### src/rtl/vector_uop_sequencer.sv
// Splits an accepted vector instruction into 4-element micro-ops.
// Each uop carries its index, per-lane active bits and the latched mask enable.
module vector_uop_sequencer #(
    parameter int unsigned LANES     = 4,
    parameter int unsigned MAX_ELEMS = 128,
    parameter int unsigned UOP_W     = 5,
    parameter int unsigned VL_W      = 8
) (
    input  logic             CLK,
    input  logic             nRST,
    input  logic             flush,
    input  logic             instr_valid,
    output logic             instr_ready,
    input  logic [VL_W-1:0]  instr_vl,
    input  logic [VL_W-1:0]  instr_vstart,
    input  logic             instr_vm,
    output logic             uop_valid,
    input  logic             uop_ready,
    output logic [UOP_W-1:0] uop_num,
    output logic [LANES-1:0] lane_active,
    output logic             mask_enable,
    output logic             uop_first,
    output logic             uop_last,
    output logic             instr_done
);

    localparam int unsigned IDX_W = 7;
    localparam int unsigned ELE_W = IDX_W + 2;

    typedef enum logic {StIdle, StRun} state_t;

    state_t           state_q;
    logic [VL_W-1:0]  vl_q;
    logic [VL_W-1:0]  vstart_q;
    logic [IDX_W-1:0] last_q;

    logic [VL_W-1:0]  vl_clamped;
    logic [IDX_W-1:0] acc_first;
    logic [IDX_W-1:0] acc_last;
    logic             acc_empty;
    logic [IDX_W-1:0] next_num;

    // Lane i of uop k covers element 4k+i; 9-bit element index never overflows.
    function automatic logic [LANES-1:0] lanes_for(input logic [IDX_W-1:0] k,
                                                   input logic [VL_W-1:0]  vl,
                                                   input logic [VL_W-1:0]  vs);
        logic [LANES-1:0] res;
        logic [ELE_W-1:0] e;
        res = '0;
        for (int i = 0; i < LANES; i++) begin
            e      = {k, 2'b00} + ELE_W'(i);
            res[i] = (e >= ELE_W'(vs)) && (e < ELE_W'(vl));
        end
        return res;
    endfunction

    always_comb begin
        vl_clamped = (32'(instr_vl) > MAX_ELEMS) ? VL_W'(MAX_ELEMS) : instr_vl;
        acc_first  = IDX_W'(instr_vstart >> 2);
        acc_last   = IDX_W'((vl_clamped - VL_W'(1)) >> 2);
        acc_empty  = (vl_clamped == '0) || (instr_vstart >= vl_clamped);
        next_num   = IDX_W'(uop_num) + IDX_W'(1);
    end

    assign instr_ready = (state_q == StIdle) && !flush;

    always_ff @(posedge CLK) begin
        if (!nRST) begin
            state_q     <= StIdle;
            vl_q        <= '0;
            vstart_q    <= '0;
            last_q      <= '0;
            uop_valid   <= 1'b0;
            uop_num     <= '0;
            lane_active <= '0;
            mask_enable <= 1'b0;
            uop_first   <= 1'b0;
            uop_last    <= 1'b0;
            instr_done  <= 1'b0;
        end else if (flush) begin
            state_q    <= StIdle;
            uop_valid  <= 1'b0;
            instr_done <= 1'b0;
        end else begin
            unique case (state_q)
                StIdle: begin
                    instr_done <= 1'b0;
                    if (instr_valid) begin
                        vl_q        <= vl_clamped;
                        vstart_q    <= instr_vstart;
                        last_q      <= acc_last;
                        mask_enable <= !instr_vm;
                        if (acc_empty) begin
                            instr_done <= 1'b1;
                        end else begin
                            state_q     <= StRun;
                            uop_valid   <= 1'b1;
                            uop_num     <= UOP_W'(acc_first);
                            uop_first   <= 1'b1;
                            uop_last    <= (acc_first == acc_last);
                            lane_active <= lanes_for(acc_first, vl_clamped, instr_vstart);
                        end
                    end
                end
                StRun: begin
                    if (uop_ready) begin
                        if (uop_last) begin
                            state_q     <= StIdle;
                            uop_valid   <= 1'b0;
                            uop_first   <= 1'b0;
                            uop_last    <= 1'b0;
                            lane_active <= '0;
                            instr_done  <= 1'b1;
                        end else begin
                            uop_num     <= UOP_W'(next_num);
                            uop_first   <= 1'b0;
                            uop_last    <= (next_num == last_q);
                            lane_active <= lanes_for(next_num, vl_q, vstart_q);
                        end
                    end
                end
                default: state_q <= StIdle;
            endcase
        end
    end

endmodule

### config.mk
export PLATFORM = sky130hd
export DESIGN_NAME = vector_uop_sequencer
export DESIGN_NICKNAME = d
export VERILOG_FILES = /design/src/rtl/vector_uop_sequencer.sv
export SDC_FILE = /design/constraint.sdc
export NUM_CORES = 1
export LEC_CHECK = 0
export CAP_MARGIN = 20
export CORE_ASPECT_RATIO = 1.4
export CORE_MARGIN = 8
export CORE_UTILIZATION = 49
export DETAILED_ROUTE_END_ITERATION = 6
export GPL_TIMING_DRIVEN = 1
export HOLD_SLACK_MARGIN = 0.06
export PLACE_DENSITY = 0.78
export REMOVE_ABC_BUFFERS = 1
export SETUP_SLACK_MARGIN = 0.05
export SLEW_MARGIN = 25
export SYNTH_ARGS = -nofsm -noshare
export SYNTH_HDL_FRONTEND = slang
export SYNTH_SLANG_ARGS = --single-unit
### constraint.sdc
create_clock -name CLK -period 3.7 [get_ports CLK]
set_input_delay 0.555 -clock CLK [delete_from_list [all_inputs] [get_ports CLK]]
set_output_delay 0.555 -clock CLK [all_outputs]
set_load 0.01 [all_outputs]
==> results of run 1 <==
worst paths after layout:
path,start,slack (ns),endpoint,cells past startpoint
setup / recovery,uop_num[1],0.49,lane_active[2],11
hold / removal,vstart_q[6],0.46,vstart_q[6],2
setup reg to reg,uop_num[1],0.49,lane_active[2],11
hold reg to reg,vstart_q[6],0.46,vstart_q[6],2
worst register-to-register path: cells and delay by family (launching register included):
kind,cells,cell delay [ns]
xor+xnor,1,0.30
flops,1,0.40
simple gates,2,0.31
fa+ha+maj,2,0.56
compound gates,5,1.38
buf+inv,1,0.12
cells by family (layout without fill, tap and decap cells):
group / after synthesis / in the layout / synth area share (%)
DFF: 37 / 37 / 29.66
and+or+nand+nor: 107 / 107 / 20.54
xor gates and xnor gates: 13 / 13 / 4.559
muxes: 5 / 5 / 2.505
adders and majority gates: 24 / 24 / 12.02
AOI/OAI and AO/OA: 96 / 96 / 24.60
buffers and inverters: 40 / 78 / 6.112
cell usage after synthesis (all sizes together), types with 2 or more instances:
cell	n
a31oi	8
and3	5
a211oi	7
buf	3
xor2	9
inv	27
clkbuf	8
nor2	23
nor2b	4
a21o	12
o22ai	2
nand2b	5
a21oi	31
clkinv	2
nor4	3
a22oi	2
xnor2	4
or3	2
dfxtp	37
ha	24
nand3	9
nand2	44
nor3	6
o21ai	21
mux2i	5
registers in the layout, indices dropped and copies added, names as in the netlist:
register,cells
instr_done,1
lane_active,4
last_q,6
mask_enable,1
state_q,1
uop_first,1
uop_last,1
uop_num,5
uop_valid,1
vl_q,8
vstart_q,8
placed cells by master (no fill, tap or decap), types with 2 or more instances in the layout:
cell type / instances
nor2b_1: 4
clkbuf_8: 6
a21o_1: 12
clkdlybuf4s50_1: 36
buf_4: 6
a21oi_1: 31
and3_1: 5
clkinv_1: 2
a31oi_1: 8
ha_1: 24
nand2b_1: 5
o21ai_0: 20
dfxtp_1: 37
nand3_1: 9
nand2_1: 44
nor3_1: 5
mux2i_1: 4
nor4_1: 3
xor2_1: 9
xnor2_1: 4
inv_1: 27
a211oi_1: 7
a22oi_1: 2
nor2_1: 23
power by group:
part	internal, mW	switching [mW]
sequential	0.421	0.0172
combinational	0.134	0.159
clock	0.148	0.141
total	0.702	0.317
through the flow:
step                hold slack (ns)  setup WS [ns]  power [mW]  area, µm²  util, %
floorplan                    0.4363          1.069      0.6221       2454        -
global placement             0.4427         0.4374      0.7267       2939    60.23
detailed placement           0.4547         0.3821      0.7352       2939    60.23
CTS                          0.4640         0.5668       1.018       3025    62.00
global route                 0.4801         0.4307       1.066       3025    62.00
finish                       0.4592         0.4918       1.019       3025    62.00
layout make-up:
type	instances	area share, %
Timing Repair Buffer	42	13.40
Multi-Input combinational cell	245	53.02
Sequential cell	37	24.48
Tap cell	64	2.647
Inverter	29	3.598
Clock buffer	7	2.854
per-layer routing:
metal  vias to the layer above  GRT usage [%]
met5                         -              0
met4                         0          8.470
met3                        10          3.571
met2                        88          32.47
met1                      1103          19.25
li1                       1206              -
==> flow_summary.ini, run 1 <==
[status]
outcome = finished clean

[route]
topRoutingLayerUsed = met4
dr_wl_met2_um = 3324
dr_total_vias = 2407
wl_met1_um = 2850
firstDrtPassIters = 4
ant_nets = 0
vias_per_cell = 5.677
drc = 0
wl_per_cell_um = 15.79
drt_iter0_drc = 147
wl_met3_um = 433
wl_um = 6693

[final_layout]
fillers = 458
stdcell_count = 424
multi_input_area_mm2 = 0.001604
antenna_cells = 0
drive_above_1_share_pct = 5.833
area_delta_synth_final_pct = 21.14
final_nets = 406
regArea_um2 = 740.7

[place]
dp.cells = 417
io_buffers = 36
gp_congestion = 0.8962
hpwl_um = 5179

[cts]
clk_path_buf_depth = 2
cts_root_buf = clkbuf_8
worstSkewPairLatency_ns = 0.29
cts_tree = done
numCtsBuffers = 5
htreeDepth = 2
ctsHoldBuffers = 0
postCtsSetupRepairBufs = 0
cts_sinks = 37
postCtsResizedCells = 0
path_clk_slew_ns = 0.07

[sta]
finalCritPeriodShare_pct = 86.71
rsz0062_at_grt = no
hold_viol_final = 0
fin_crit_ns = 3.208
fmax_ghz = 0.3117
setup_violations = 0
tightestPinTransition_ns = 0.8976
clock-skew-final_ns = 0.008560
slew_viol_final = 0
setup_tns_ns = 0
slew_headroom_pct = 39.99

[floorplan]
start_util_pct = 51.18
core_mm2 = 0.004880
num_rows = 30
die-area_mm2 = 0.007669
die_height_um = 100.5
io_pins = 37
die_w_um = 76.34

[setup_path]
cp_common_cell = ha_1
cp_max_fo = 4
required_ns = 3.86
worst_path_max_delay_cell = a221oi_1
critical_path.top_delay_family = compound AO/OA/AOI/OAI gates
worst_path_largest_cell_delay_ns = 0.63
crit_arrival_ns = 3.37
end_kind = flop
worstPathCellList = ha_1, nand3_1, xor2_1, inv_1, ha_1, and3_1, a221oi_1, o21ai_0, o41a_1, a32oi_1, a21oi_1
cp_num_buf_inv = 1
critPathLaunchType = flop
critPathKind = reg2reg

[pwr]
p_leak_nw = 1.249
power_density_mw_per_mm2 = 336.9
peakVddDrop_mv = 0.1756

[global_route]
grt_first_pass_wirelength_um = 11180
grt_max_degree = 27
grt_util_all_layers_pct = 17.84
grt_pass1_vias = 2415
antenna_found_initial = 0
grt_overflow_total = 0

[synthesis]
async_reset_ff_share_pct = 0
dominantRegCellSynth = dfxtp_1
ys_seq_elements = 37
ys_seq_area_share_pct = 29.66
synthCells = 322
synth_top_area_share_pct = 29.66
ys_types = 50
synth_edf_count = 0
avgSynthCellArea_um2 = 7.756
synth.area.top_cells = dfxtp_1, ha_1, nand2_1, a21oi_1, inv_1
netlist_area_mm2 = 0.002497
synth_top_area_cell = dfxtp_1
yosysWarningCount = 0

[job]
cap_violations = 0

[worst_hold_path]
hp-class = reg2reg
No activity file was read; power rests on OpenSTA's default activity.
==> inputs of run 2 (changes only) <==
--- a/config.mk
+++ b/config.mk
@@ -15,6 +15,7 @@
 export PLACE_DENSITY = 0.78
 export REMOVE_ABC_BUFFERS = 1
 export SETUP_SLACK_MARGIN = 0.05
+export SKIP_CTS_REPAIR_TIMING = 1
 export SLEW_MARGIN = 25
 export SYNTH_ARGS = -nofsm -noshare
 export SYNTH_HDL_FRONTEND = slang
==> results of run 2 <==
The final DEF is identical to that of run 1; final timing and power are the same.
